$ cat src/rtl/mp_io_host_if.sv
// Operator-side switch port of the Microprocessor: byte queue write port,
// Input/Enter handshake toward the processor, and Output/Halt result capture.
interface mp_io_host_if;
    logic       wr_en;
    logic [7:0] wr_data;
    logic       full;
    logic       empty;
    logic       busy;
    logic [7:0] Input;
    logic       Enter;
    logic [7:0] Output;
    logic       Halt;
    logic [7:0] result_data;
    logic       result_valid;

    modport master (
        output wr_en, wr_data, Output, Halt,
        input  full, empty, busy, Input, Enter, result_data, result_valid
    );

    modport slave (
        input  wr_en, wr_data, Output, Halt,
        output full, empty, busy, Input, Enter, result_data, result_valid
    );
endinterface

$ cat src/rtl/mp_io_host.sv
// Host-side operator for the Microprocessor switch port: queues host bytes, strobes
// each onto Input with a timed Enter pulse, and captures Output on the rising edge of Halt.
module mp_io_host #(
    parameter int DEPTH     = 4,
    parameter int SETUP_CYC = 2,
    parameter int HOLD_CYC  = 4,
    parameter int GAP_CYC   = 4
) (
    input  logic          clk_i,
    input  logic          rst_i,
    mp_io_host_if.slave   bus
);
    localparam int AW = $clog2(DEPTH);
    localparam int CW = 8;

    typedef enum logic [1:0] {IDLE, SETUP, HOLD, GAP} state_t;

    state_t        state_q;
    logic [CW-1:0] cnt_q;
    logic [AW-1:0] rd_ptr_q;
    logic [AW-1:0] wr_ptr_q;
    logic [AW:0]   count_q;
    logic [7:0]    mem_q [DEPTH];
    logic [7:0]    input_q;
    logic          enter_q;
    logic [7:0]    result_data_q;
    logic          result_valid_q;
    logic          halt_q;

    logic halt_rise;
    logic full;
    logic empty;
    logic pop_go;
    logic push_go;

    always_comb begin
        full      = (count_q == (AW+1)'(DEPTH));
        empty     = (count_q == '0);
        halt_rise = bus.Halt & ~halt_q;
        pop_go    = (state_q == IDLE) & ~empty & ~bus.Halt;
        // A slot freed by a same-cycle pop lets a push into a full queue.
        push_go   = bus.wr_en & (~full | pop_go) & ~halt_rise;
    end

    always_ff @(posedge clk_i) begin
        if (push_go) begin
            mem_q[wr_ptr_q] <= bus.wr_data;
        end
    end

    always_ff @(posedge clk_i) begin
        if (rst_i) begin
            state_q        <= IDLE;
            cnt_q          <= '0;
            rd_ptr_q       <= '0;
            wr_ptr_q       <= '0;
            count_q        <= '0;
            input_q        <= '0;
            enter_q        <= 1'b0;
            result_data_q  <= '0;
            result_valid_q <= 1'b0;
            halt_q         <= 1'b0;
        end else begin
            halt_q         <= bus.Halt;
            result_valid_q <= 1'b0;
            if (halt_rise) begin
                // Program finished: capture its result and abandon everything pending.
                result_data_q  <= bus.Output;
                result_valid_q <= 1'b1;
                enter_q        <= 1'b0;
                state_q        <= IDLE;
                cnt_q          <= '0;
                rd_ptr_q       <= '0;
                wr_ptr_q       <= '0;
                count_q        <= '0;
            end else begin
                if (push_go) begin
                    wr_ptr_q <= wr_ptr_q + 1'b1;
                end
                if (pop_go) begin
                    rd_ptr_q <= rd_ptr_q + 1'b1;
                end
                if (push_go && !pop_go) begin
                    count_q <= count_q + 1'b1;
                end else if (pop_go && !push_go) begin
                    count_q <= count_q - 1'b1;
                end

                unique case (state_q)
                    IDLE: begin
                        enter_q <= 1'b0;
                        if (pop_go) begin
                            input_q <= mem_q[rd_ptr_q];
                            cnt_q   <= CW'(SETUP_CYC - 1);
                            state_q <= SETUP;
                        end
                    end
                    SETUP: begin
                        if (cnt_q == '0) begin
                            enter_q <= 1'b1;
                            cnt_q   <= CW'(HOLD_CYC - 1);
                            state_q <= HOLD;
                        end else begin
                            cnt_q <= cnt_q - 1'b1;
                        end
                    end
                    HOLD: begin
                        if (cnt_q == '0) begin
                            enter_q <= 1'b0;
                            cnt_q   <= CW'(GAP_CYC - 1);
                            state_q <= GAP;
                        end else begin
                            cnt_q <= cnt_q - 1'b1;
                        end
                    end
                    GAP: begin
                        if (cnt_q == '0) begin
                            state_q <= IDLE;
                        end else begin
                            cnt_q <= cnt_q - 1'b1;
                        end
                    end
                    default: state_q <= IDLE;
                endcase
            end
        end
    end

    assign bus.full         = full;
    assign bus.empty        = empty;
    assign bus.busy         = (state_q != IDLE);
    assign bus.Input        = input_q;
    assign bus.Enter        = enter_q;
    assign bus.result_data  = result_data_q;
    assign bus.result_valid = result_valid_q;
endmodule

$ cat src/flat_wrapper.sv
// flat-port wrapper written by rule: the top's interface ports become plain ports
module mp_io_host_flat 
#(
    parameter int DEPTH     = 4,
    parameter int SETUP_CYC = 2,
    parameter int HOLD_CYC  = 4,
    parameter int GAP_CYC   = 4
)
  (clk_i, rst_i, bus_wr_en, bus_wr_data, bus_Output, bus_Halt, bus_full, bus_empty, bus_busy, bus_Input, bus_Enter, bus_result_data, bus_result_valid);
  mp_io_host_if bus_i ();
  input  logic clk_i;
  input  logic rst_i;
  input wire logic [$bits(bus_i.wr_en)-1:0] bus_wr_en;
  input wire logic [$bits(bus_i.wr_data)-1:0] bus_wr_data;
  input wire logic [$bits(bus_i.Output)-1:0] bus_Output;
  input wire logic [$bits(bus_i.Halt)-1:0] bus_Halt;
  output wire logic [$bits(bus_i.full)-1:0] bus_full;
  output wire logic [$bits(bus_i.empty)-1:0] bus_empty;
  output wire logic [$bits(bus_i.busy)-1:0] bus_busy;
  output wire logic [$bits(bus_i.Input)-1:0] bus_Input;
  output wire logic [$bits(bus_i.Enter)-1:0] bus_Enter;
  output wire logic [$bits(bus_i.result_data)-1:0] bus_result_data;
  output wire logic [$bits(bus_i.result_valid)-1:0] bus_result_valid;
  assign bus_i.wr_en = bus_wr_en;
  assign bus_i.wr_data = bus_wr_data;
  assign bus_i.Output = bus_Output;
  assign bus_i.Halt = bus_Halt;
  assign bus_full = bus_i.full;
  assign bus_empty = bus_i.empty;
  assign bus_busy = bus_i.busy;
  assign bus_Input = bus_i.Input;
  assign bus_Enter = bus_i.Enter;
  assign bus_result_data = bus_i.result_data;
  assign bus_result_valid = bus_i.result_valid;
  mp_io_host #(.DEPTH(DEPTH), .SETUP_CYC(SETUP_CYC), .HOLD_CYC(HOLD_CYC), .GAP_CYC(GAP_CYC)) u_core (.clk_i(clk_i), .rst_i(rst_i), .bus(bus_i));
endmodule
$ cat config.mk
export PLATFORM = sky130hd
export DESIGN_NAME = mp_io_host_flat
export DESIGN_NICKNAME = d
export VERILOG_FILES = /design/src/rtl/mp_io_host_if.sv /design/src/rtl/mp_io_host.sv /design/src/flat_wrapper.sv
export SDC_FILE = /design/constraint.sdc
export NUM_CORES = 1
export LEC_CHECK = 0
export CORE_UTILIZATION = 54
export DETAILED_ROUTE_END_ITERATION = 7
export GPL_TIMING_DRIVEN = 0
export PLACE_DENSITY = 0.76
export SLEW_MARGIN = 20
export SYNTH_ARGS = -nofsm -noshare
export SYNTH_HDL_FRONTEND = slang
export SYNTH_SLANG_ARGS = --single-unit
$ cat constraint.sdc
create_clock -name clk_i -period 2.9 [get_ports clk_i]
set_input_delay 0.58 -clock clk_i [delete_from_list [all_inputs] [get_ports clk_i]]
set_output_delay 0.58 -clock clk_i [all_outputs]
set_load 0.02 [all_outputs]
== Yosys cells after proc, flatten, opt, wreduce, memory -nomap -nowiden ==
Memory sizes are Yosys's and may differ from the RTL's. A register that Yosys moved wholly into a read port is not among the register bits.
Cells that the tools add are included.
Cells by class
  $add $sub $neg: 5
  $mul: 0
  divide/modulo/power cells: 0
  magnitude comparators: 0
  eq/ne operators: 9
  shift operators: 0
  mux-type cells: 17
  bitwise operators: 11
  reduce and logical (&&, ||, !) cells: 16
Operators by type and width (number)
  8-bit 2-to-1 mux: 3
  8-bit one-hot mux with 3 select lines: 1
  8-bit logical NOT: 1
  2-bit 2-to-1 mux: 4
  2-bit by 1-bit inequality test with 1-bit output, second input constant: 4
  2-bit one-hot mux with 4 select lines: 1
  8-bit by 1-bit subtractor with 8-bit output, second input constant: 1
  3-bit 2-to-1 mux: 2
  3-bit AND reduction: 2
  1-bit bitwise AND: 5
  1-bit 2-to-1 mux: 5
  1-bit NOT: 5
  2-bit by 1-bit adder with 2-bit output, second input constant: 2
  2-bit == test, second input constant: 2
  4-bit AND reduction: 1
  2-bit nonzero test: 2
  2-bit OR reduction: 2
  3-bit by 1-bit adder with 3-bit output, second input constant: 1
  3-bit == test, second input constant: 1
  3-bit logical NOT: 1
  1-bit one-hot mux with 3 select lines: 1
  3-bit nonzero test: 1
  3-bit by 1-bit subtractor with 3-bit output, second input constant: 1
  2-bit by 1-bit == test with 1-bit output, second input constant: 1
  other kinds (6): 8
Storage, ports and cells
  register bits after elaboration: 28
  latch bits: 0
  RAM bits: 32
  bits in read-only memories: 0
  output and inout port bits: 21
  logic and storage cells: 68
  memories kept: 1
Memory list
  u_core.mem_q: depth 4, width 8, rd ports 1, clocked after memory_dff 1, wr ports 1, line mp_io_host.sv:23  | logic [7:0] mem_q [DEPTH];

== Longest topological paths before layout ==
  depth after elaboration: 11
  depth in mapped cells: 11

== Least setup slack after synthesis ==
OpenSTA, ideal clock, no wires.
  path type: register to register
  start: register u_core.state_q[0]
  end: register u_core.count_q[2]
  setup time: 0.070 ns
  arrival: 2.314 ns
  required time: 2.830 ns
  setup slack: 0.516 ns
  cell stages (with the launch flop): 12
  buffers on the path: 0
  period minus slack after synthesis: 2.384 ns
  cells stage by stage: dfxtp_1 -> inv_1 -> ha_1 -> nor2b_1 -> o41ai_2 -> nor2_1 -> ha_1 -> inv_1 -> fa_1 -> xor2_1 -> or3_1 -> a21oi_1
Between the ends
  cells in the longest elaborated chain, start to end: 9
Ends and longest elaborated chain
  start, declared: line mp_io_host.sv:18  | state_t state_q;
  start signal, assigned: line mp_io_host.sv:53  | state_q <= IDLE;
  start signal, assigned: line mp_io_host.sv:71  | state_q <= IDLE;
  start signal, assigned: line mp_io_host.sv:95  | state_q <= SETUP;
  2-bit logical NOT *: line mp_io_host.sv:40  | pop_go = (state_q == IDLE) & ~empty & ~bus.Halt;
  1-bit bitwise AND * (2 in a row): line mp_io_host.sv:40
  1-bit OR *: line mp_io_host.sv:42  | push_go = bus.wr_en & (~full | pop_go) & ~halt_rise;
  1-bit bitwise AND * (2 in a row): line mp_io_host.sv:42
  net u_core.push_go: line mp_io_host.sv:34  | logic push_go;
  1-bit logical NOT: line mp_io_host.sv:85  | end else if (pop_go && !push_go) begin
  1-bit logical AND: line mp_io_host.sv:85
  2-bit nonzero test (no line)
  end signal, assigned: line mp_io_host.sv:84  | count_q <= count_q + 1'b1;
  end signal, assigned: line mp_io_host.sv:86  | count_q <= count_q - 1'b1;
  end, declared: line mp_io_host.sv:22  | logic [AW:0] count_q;
The timed path passes the listed nets; every way through them passes the cells marked *.
A chain may end at the register's enable or synchronous reset.

== Final worst setup path ==
  start: input port bus_Halt
  end: register u_core.count_q[2]
Between the ends
  cells in the longest elaborated chain, start to end: 8
Ends and longest elaborated chain
  start, declared: line flat_wrapper.sv:16  | input wire logic [$bits(bus_i.Halt)-1:0] bus_Halt;
  1-bit NOT: line mp_io_host.sv:40
  1-bit bitwise AND: line mp_io_host.sv:40
  1-bit OR: line mp_io_host.sv:42
  1-bit bitwise AND (2 in a row): line mp_io_host.sv:42
  1-bit logical NOT: line mp_io_host.sv:85
  1-bit logical AND: line mp_io_host.sv:85
  2-bit nonzero test (no line)
Parallel ways exist; a longest one is shown, timed or not.

==> flow_metrics.py <==
metrics = {
    "placement": {
        "io_buffers": 40,
        "dp_worst_setup_slack_ps": -289,
        "dpl_cell_area_um2": 3410,
        "hpwl_mm": 3.83,
        "gp_congestion": 0.817,
    },
    "final_layout": {
        "num_antenna_cells": 0,
        "final_area_um2": 3630,
        "syn2layout_area_growth_pct": 24.4,
        "nets": 322,
        "drive_gt1_share_pct": 12.9,
        "fin_util_pct": 70.2,
    },
    "pwr": {
        "p_per_area_nw_per_um2": 662,
        "power_mw": 2.40,
        "peakVddDrop_v": 0.000399,
        "p_leak_nw": 1.30,
    },
    "sta": {
        "final.min_clock_period_ps": 2720,
        "layout_setup_ws_ps": 177,
        "whs_ps": 457,
        "hold_viol": 0,
        "finalClockSkew_ps": 7.17,
        "finalCritPeriodShare_pct": 93.9,
        "slew_headroom_pct": 37.8,
        "slew_violations": 0,
        "setup_violations": 0,
        "rsz0062_at_grt": "no",
        "fmax_mhz": 367,
        "worst-slew-pin-transition_ps": 909,
    },
    "setup_path": {
        "worstPathMaxFanout": 10,
        "reg2reg_to": "u_core.count_q[2]",
        "crit_required_ps": 3190,
        "reg2reg_from": "u_core.state_q[1]",
        "crit_type": "in -> reg",
        "crit_start": "bus_Halt",
        "endpoint": "u_core.count_q[2]",
        "critPathCaptureType": "flip-flop",
        "reg2reg_slack_ps": 210,
        "arrival_ps": 3010,
        "cp-start-kind": "input port",
        "r2r_cells": 11,
    },
    "grt": {
        "antenna_found_initial": 0,
        "grt_pass1_wl_mm": 8.84,
        "overflow": 0,
        "grt_pass1_vias": 1840,
        "grt_max_degree": 14,
        "grt_use_total_pct": 21.9,
    },
    "drt": {
        "routed_via_density": 5.47,
        "drt_iter0_markers": 200,
        "ant_nets": 0,
        "drc_errors": 0,
        "vias": 1991,
        "firstDrtPassIters": 4,
        "postRouteWirelength_mm": 5.54,
        "wl_per_cell_um": 15.2,
    },
    "synth": {
        "syn_area_per_cell_um2": 12.3,
        "synth_area_um2": 2920,
        "syn_inst": 238,
        "synth_cell_types": 50,
        "synth_edf_count": 32,
        "ys_warn_count": 0,
        "synthesis.nets": 271,
        "synth_seq_cells": 68,
        "synthArstFlopShare_pct": 0,
        "seq_area_frac_synth_pct": 57.6,
        "ys.flop_type": "dfxtp_1",
    },
    "floorplanning": {
        "fp.coreArea_um2": 5170,
        "initial_utilization_pct": 56.5,
        "die_h_um": 75.6,
        "design.die.area_um2": 5710,
        "num_rows": 26,
        "ios": 41,
        "dieWidth_um": 75.6,
    },
    "clocking": {
        "cts_sinks": 68,
        "cts_htree_levels": 3,
        "tritoncts": "built",
        "clockBufferDepth": 2,
        "clkSlewWorstSetupHoldPaths_ps": 80,
        "clock_latency_ps": 350,
        "cts_root_buffer": "clkbuf_8",
        "post-cts-setup-buffer-count": 0,
        "numCtsBuffers": 9,
    },
    "hold_path": {
        "hold_path.class": "reg -> reg",
    },
    "flow_run": {
        "drv_cap": 0,
    },
    "outcome": {
        "outcome": "finished clean",
    },
}
worst min-delay path by stage:
stage	cells past startpoint	start	endpoint	slack [ps]
3_3_place_gp	2	u_core.bus.Input[5]	u_core.bus.Input[5]	450
5_1_grt	2	u_core.bus.Input[2]	u_core.bus.Input[2]	480
4_1_cts	2	u_core.bus.Input[2]	u_core.bus.Input[2]	460
6_report	2	u_core.bus.Input[4]	u_core.bus.Input[4]	460
3_5_place_dp	2	u_core.bus.Input[2]	u_core.bus.Input[2]	450
2_1_floorplan	2	u_core.count_q[2]	u_core.count_q[2]	470
area by class of cell:
cell class                 instances  area [µm²]
clock inverter                     7        97.6
tap                               70        87.6
inverter                          15        56.3
clock buffer                       9         124
buffer                            10        46.3
timing repair buffer              40         400
multi-input combinational        145        1140
fill                             385        1540
sequential                        68        1680
cells by family after synthesis:
logic type	Yosys count	synth area share [%]
buffers and inverters	25	3.51
xor gates and xnor gates	5	1.50
muxes	9	6.51
and+or+nand+nor	65	11.9
AOI/OAI and AO/OA	53	13.1
adders and majority gates	13	5.82
DFF	68	57.6
report_power, final:
part | switching, mW | internal (mW)
sequential | 0.0324 | 1.06
clock | 0.367 | 0.490
combinational | 0.253 | 0.203
timing repair:
item	in CTS	in global routing
resized for setup	0	1
hold buffers	0	0
endpoints found under the setup margin	0	1
critical path: stages:
cell and delay [ps]:
clkdlybuf4s50_1 500, nor3_2 660, inv_2 220, ha_1 270
inv_1 80, fa_1 180, xor2_1 70, or3_1 300
a21oi_1 140
layer usage:
layer / vias to the layer above / track usage [%] / wire [µm]
met5: - / 0 / 0
met4: 0 / 11.9 / 104
li1: 992 / - / -
met2: 52 / 32.0 / 2480
met1: 936 / 30.6 / 2720
met3: 11 / 4.76 / 231
sequential cells by signal, summed over array words and instances, names as in the netlist:
signal / count
u_core.wr_ptr_q: 2
u_core.bus.Input: 8
u_core.state_q: 2
u_core.bus.result_data: 8
u_core.mem_q: 32
u_core.count_q: 3
u_core.halt_q: 1
u_core.bus.result_valid: 1
u_core.bus.Enter: 1
u_core.rd_ptr_q: 2
u_core.cnt_q: 8
placed cells by master, fill, tap and decap left out, drive strengths merged, types with 4 or more instances in the layout:
master	count
clkbuf	13
clkdlybuf4s50	40
inv	18
and2	4
a22o	8
mux4	8
nor2	11
edfxtp	32
nor2b	5
ha	12
o21ai	5
dfxtp	36
nand2	19
a21oi	15
nor3	10
buf	6
cells in the mapped netlist, types with 5 or more instances:
master	number	share of area, %
mux4_2	8	6.2
a21oi_1	15	2.6
nor2b_1	5	1.1
nor3_1	8	1.4
a22o_1	8	2.4
ha_1	12	5.1
inv_1	13	1.7
dfxtp_1	36	25
nor2_1	11	1.4
edfxtp_1	32	33
nand2_1	19	2.4
metrics by stage:
step                setup TNS, ps  instances
global placement             -231        348
detailed placement           -392        348
CTS                             0        364
global route                    0        364
finish                          0        364
floorplan                       0        238
Power figures use the tool's default switching activity.
